## config.mk

```make
export PLATFORM = sky130hd
export DESIGN_NAME = counter_step_driver
export DESIGN_NICKNAME = d
export VERILOG_FILES = /design/src/rtl/counter_step_driver.sv
export SDC_FILE = /design/constraint.sdc
export NUM_CORES = 1
export LEC_CHECK = 0
export BUFFER_PORTS_ARGS = -buffer_cell sky130_fd_sc_hd__buf_2
export CORE_ASPECT_RATIO = 0.75
export CORE_MARGIN = 1.5
export CORE_UTILIZATION = 55
export CTS_BUF_LIST = sky130_fd_sc_hd__clkbuf_8 sky130_fd_sc_hd__clkbuf_16
export DETAILED_ROUTE_END_ITERATION = 7
export PLACE_DENSITY_LB_ADDON = 0.3
export SKIP_CTS_REPAIR_TIMING = 1
export SKIP_LAST_GASP = 1
export SYNTH_ARGS = -nofsm -noshare
export SYNTH_HDL_FRONTEND = slang
export SYNTH_SLANG_ARGS = --single-unit
```

## constraint.sdc

```tcl
create_clock -name clk_i -period 2.8 [get_ports clk_i]
set_input_delay 0.56 -clock clk_i [delete_from_list [all_inputs] [get_ports clk_i]]
set_output_delay 0.56 -clock clk_i [all_outputs]
set_load 0.005 [all_outputs]
```

## src/rtl/counter_step_driver.sv

```systemverilog
// counter_step_driver: initiator side of the step-counter interface.
// Takes a job from the sequencer, loads the counter, pulses step_en until
// the counter reports finish, recounts for each further round, then reports done.
module counter_step_driver #(
  parameter int COUNTER_BITWIDTH = 8,
  parameter int REPEAT_BITWIDTH  = 8,
  parameter int GAP_BITWIDTH     = 4
) (
  input  logic                        clk_i,
  input  logic                        rst_i,
  input  logic                        en_i,
  input  logic                        abort_i,
  input  logic                        start_valid_i,
  output logic                        start_ready_o,
  input  logic [COUNTER_BITWIDTH-1:0] start_count_i,
  input  logic [REPEAT_BITWIDTH-1:0]  start_repeat_i,
  input  logic [GAP_BITWIDTH-1:0]     start_gap_i,
  output logic                        config_valid_o,
  output logic [COUNTER_BITWIDTH-1:0] config_counter_o,
  input  logic                        config_ready_i,
  output logic                        recount_en_o,
  output logic                        step_en_o,
  input  logic                        counter_ready_i,
  output logic                        busy_o,
  output logic                        done_o,
  output logic [REPEAT_BITWIDTH-1:0]  rounds_o
);

  localparam int CW = COUNTER_BITWIDTH;
  localparam int RW = REPEAT_BITWIDTH;
  localparam int GW = GAP_BITWIDTH;

  typedef enum logic [2:0] {
    S_IDLE,
    S_LOAD,
    S_SETTLE,
    S_STEP,
    S_GAP,
    S_RECOUNT,
    S_DONE
  } state_t;

  state_t        r_state;
  state_t        w_state_nxt;
  logic [CW-1:0] r_count;
  logic [RW-1:0] r_repeat;
  logic [GW-1:0] r_gap;
  logic [GW-1:0] r_gap_cnt;
  logic [RW-1:0] r_rounds;
  logic          r_abort_pend;

  logic [RW:0]   w_round_inc;
  logic          w_round_last;
  logic [RW-1:0] w_rounds_sat;
  logic          w_finish;

  assign w_round_inc  = {1'b0, r_rounds} + (RW+1)'(1);
  assign w_round_last = (w_round_inc == {1'b0, r_repeat});
  assign w_rounds_sat = (&r_rounds) ? r_rounds : w_round_inc[RW-1:0];
  assign w_finish     = (r_state == S_STEP) && en_i && !abort_i && counter_ready_i;
  assign rounds_o     = r_rounds;

  // Next-state and output decode
  always_comb begin
    w_state_nxt      = r_state;
    start_ready_o    = 1'b0;
    config_valid_o   = 1'b0;
    config_counter_o = '0;
    recount_en_o     = 1'b0;
    step_en_o        = 1'b0;
    done_o           = 1'b0;
    busy_o           = (r_state != S_IDLE);
    case (r_state)
      S_IDLE: begin
        start_ready_o = 1'b1;
        if (start_valid_i) w_state_nxt = S_LOAD;
      end
      S_LOAD: begin
        config_valid_o   = 1'b1;
        config_counter_o = r_count;
        if (config_ready_i) w_state_nxt = S_SETTLE;
      end
      S_SETTLE: begin
        // An abort seen while loading is acted on here, once the load has landed.
        if (abort_i || r_abort_pend) w_state_nxt = S_IDLE;
        else                         w_state_nxt = S_STEP;
      end
      S_STEP: begin
        if (abort_i) begin
          w_state_nxt = S_IDLE;
        end else if (en_i) begin
          if (counter_ready_i) begin
            w_state_nxt = w_round_last ? S_DONE : S_RECOUNT;
          end else begin
            step_en_o   = 1'b1;
            w_state_nxt = (r_gap != '0) ? S_GAP : S_STEP;
          end
        end
      end
      S_GAP: begin
        if (abort_i)                           w_state_nxt = S_IDLE;
        else if (en_i && (r_gap_cnt <= GW'(1))) w_state_nxt = S_STEP;
      end
      S_RECOUNT: begin
        if (abort_i) begin
          w_state_nxt = S_IDLE;
        end else if (en_i) begin
          recount_en_o = 1'b1;
          w_state_nxt  = S_SETTLE;
        end
      end
      S_DONE: begin
        done_o      = 1'b1;
        w_state_nxt = S_IDLE;
      end
      default: w_state_nxt = S_IDLE;
    endcase
  end

  // State, job latches, gap countdown and round counter
  always_ff @(posedge clk_i) begin
    if (rst_i) begin
      r_state      <= S_IDLE;
      r_count      <= '0;
      r_repeat     <= '0;
      r_gap        <= '0;
      r_gap_cnt    <= '0;
      r_rounds     <= '0;
      r_abort_pend <= 1'b0;
    end else begin
      r_state <= w_state_nxt;
      if ((r_state == S_IDLE) && start_valid_i) begin
        r_count  <= start_count_i;
        r_repeat <= (start_repeat_i == '0) ? RW'(1) : start_repeat_i;
        r_gap    <= start_gap_i;
        r_rounds <= '0;
      end
      r_abort_pend <= (r_state == S_LOAD) ? (r_abort_pend | abort_i) : 1'b0;
      if ((r_state == S_STEP) && (w_state_nxt == S_GAP))
        r_gap_cnt <= r_gap;
      else if ((r_state == S_GAP) && en_i && !abort_i)
        r_gap_cnt <= r_gap_cnt - GW'(1);
      if (w_finish)
        r_rounds <= w_rounds_sat;
    end
  end

endmodule

```

==> impl_results.md <==
- Critical Path Fanout Max: 9
- Die area: 4031 sq um
- Worst-margin pin slew: 534.9 ps
- Share of layout cells above drive strength 1: 0.2168
- Pins Over Slew Limit: 0
- Area taken by multi-input logic gates: 1210 sq um
- CP max stage cell: dfxtp_1
- RSZ-0062 raised after global routing: no
- Switching Share: 0.2707
- Final Util: 0.6987
- Core ar.: 3401 sq um
- Worst endpoint required time: 2240 ps
- Critical path's largest stage delay: 480 ps
- # rows: 18
- CTS buffer count: 5
- Syn-to-layout area delta: 18.17%
- DR pass1 iterations: 4
- Initial antenna violation count: 0
- Final WS setup: 518.1 ps
- Worst hold-check slack: 450.2 ps
- Minimum clock period after layout: 2282 ps
- Num Clock Sinks: 36
- Worst min path class: flop to flop
- Syn Area/Cell: 7.645 sq um
- Startpoint types: flop
- # DRC: 0
- Seq pwr share: 0.508
- Drt total wl: 4614 microns
- Fillers: 305
- Number of vias per cell: 5.571
- Number of H-tree levels: 2
- Wire per inst: 12.85 microns
- Hold violation total from the final report: 0
- Seq cells post-synth: 36
- # Max-Cap Violations: 0
- Worst vdd ir: 0.3129 mV
- Clock slew at reported path FFs: 70 ps
- Status: finished, final reports clean
- PortBufs: 48
- Max Fclk: 438.2 MHz
- Nets: 338
- Starting Density: 0.5912
- DP HPWL: 3344 microns
- Total GRT Usage: 0.2421
- Ys flop type: dfxtp_1
- CP endpoint kind: output pin
- Sequential cell area: 720.7 sq um
- Gr ovfl total: 0
- Final setup vio count: 0
- Cell Int Power: 0.7977 mW
- Synth Net Count: 293
- Die X: 72.82 microns
- Count of warnings emitted by yosys: 0
- Mapped Cells: 263
- Root Driver: clkbuf_8
- Yosys cell types: 57
- CP delay by family, top: simple AND/OR/NAND/NOR gates
- Total negative slack: 0 ps
- Arr. time, crit path: 1720 ps
- Clk Latency, worst-skew pair: 290 ps
- Power Dens Cells: 460.3 nW/um^2
- Vias in the first global route: 1703
- Mapped cell area: 2011 sq um
- Via count: 2000
- Maximum clock path buffer count: 2
- Logic pwr share: 0.140
- Clk_skew: 7.834 ps
- First-pass GRT wire length: 7679 microns
- CTS tree: built
- Initial drt markers: 142
- Sw Pwr: 0.2961 mW
- ANT cells: 0
- Sequential fraction of the synthesis area: 0.3584
- Pin count of the biggest net entering global routing: 23
- GPL Wtd Cong: 0.8684
- Leakage power: 0.9695 nW
- I/O Pins: 49
- Final critical-path share of the clock period: 0.8150
- Worst Path Buf+Inv: 1
- Slew HR: 0.6421
- Ordered cell list for the critical path: nand2_1 -> nor2_1 -> and2_1 -> buf_2
- Crit Path Category: flop to output pin
- Placement Setup Slack: 724.9 ps
- FFs w/ async S/R, synth: 0
- ANT nets after route: 0
- Clock power share: 0.352
- Die Ht: 55.36 microns
- Post-synth EDFFs: 0
kinds of logic (layout without fill, tap and decap cells):
logic type	after synthesis	count (layout)	share of synthesized area
AOI/OAI and AO/OA	70	70	0.2203
xor gates and xnor gates	9	9	0.03921
adders and majority gates	4	4	0.02365
buffers and inverters	19	65	0.03982
DFF	36	36	0.3584
muxes	1	1	0.004978
and+or+nand+nor	124	124	0.3136
state kept, by name, indices dropped and copies added, names as in the netlist:
signal / count
r_count: 8
r_repeat: 8
rounds_o: 8
r_gap: 4
r_gap_cnt: 4
r_state: 3
r_abort_pend: 1
layout make-up:
class / count / share of cell area
clock buffer: 6 / 0.03476
clock inverter: 2 / 0.004739
inverter: 5 / 0.007899
multi-input combinational: 208 / 0.5092
sequential: 36 / 0.3033
tap: 50 / 0.02633
timing repair buffer: 52 / 0.1137
final timing paths:
| kind | startpoint | to | slack [ps] | depth (start not counted) |
|---|---|---|---|---|
| worst min-delay path | r_count[5] | r_count[5] | 450 | 2 |
| worst max register to register | rounds_o[0] | rounds_o[2] | 580 | 7 |
| worst min register to register | r_count[5] | r_count[5] | 450 | 2 |
| worst max-delay path | r_state[0] | config_counter_o[6] | 520 | 4 |
tightest hold or removal path, cell delays in order, from the launching register on:
cell and delay, ps:
dfxtp_1 310, nand2_1 50, a21oi_1 50
synth_stat cells (all sizes together) (3+ instances only):
cell type | count | share of area
nand2 | 48 | 0.090
dfxtp | 36 | 0.36
a21oi | 33 | 0.082
nor2 | 26 | 0.049
o21ai | 13 | 0.032
and2 | 11 | 0.034
buf | 7 | 0.017
clkbuf | 7 | 0.014
nand3 | 7 | 0.024
nor3 | 6 | 0.015
xnor2 | 6 | 0.026
inv | 5 | 0.0093
nand2b | 4 | 0.014
nor4 | 4 | 0.023
ha | 3 | 0.019
or3 | 3 | 0.0093
xor2 | 3 | 0.013
per-stage QoR:
| step | total power [mW] | cells | cell area (sq um) |
|---|---|---|---|
| after floorplan | 0.6602 | 263 | 2011 |
| after CTS | 1.103 | 359 | 2376 |
| after global placement | 0.7170 | 351 | 2282 |
| after global routing | 1.142 | 359 | 2376 |
| final | 1.094 | 359 | 2376 |
| after detailed placement | 0.7194 | 351 | 2282 |
power groups by stage:
| stage | logic [mW] | registers (mW) | clock network, mW |
|---|---|---|---|
| after floorplan | 0.0987 | 0.562 | 0 |
| after global placement | 0.151 | 0.566 | 0 |
| after detailed placement | 0.153 | 0.567 | 0 |
| final | 0.153 | 0.556 | 0.385 |
| after CTS | 0.154 | 0.555 | 0.395 |
| after global routing | 0.174 | 0.558 | 0.410 |
placed cells by master (no fill, tap or decap), drive strengths merged, types with 2 or more instances in the layout:
master | Yosys | final
nor3b | 2 | 2
nand3 | 7 | 7
a21boi | 2 | 2
o211ai | 2 | 2
o32ai | 2 | 2
nor2 | 26 | 26
clkbuf | 7 | 6
nor2b | 2 | 2
nor4 | 4 | 4
o2bb2ai | 2 | 2
inv | 5 | 6
o31ai | 2 | 2
nand2b | 4 | 4
or4 | 2 | 2
and2 | 11 | 11
nand2 | 48 | 48
xnor2 | 6 | 6
buf | 7 | 52
nand3b | 2 | 2
or3 | 3 | 3
ha | 3 | 3
dfxtp | 36 | 36
a21oi | 33 | 33
nor3 | 6 | 6
xor2 | 3 | 3
o21ai | 13 | 13
routing by layer:
metal | share of wire | vias to the layer above | global-route usage | routed length, microns
met5 | 0 | - | 0 | 0
met1 | 0.51 | 888 | 0.3564 | 2346
met4 | 0.013 | 0 | 0.09973 | 61
li1 | - | 1018 | - | -
met2 | 0.39 | 88 | 0.3329 | 1805
met3 | 0.087 | 6 | 0.06022 | 401
No activity file was read; power rests on OpenSTA's default activity.
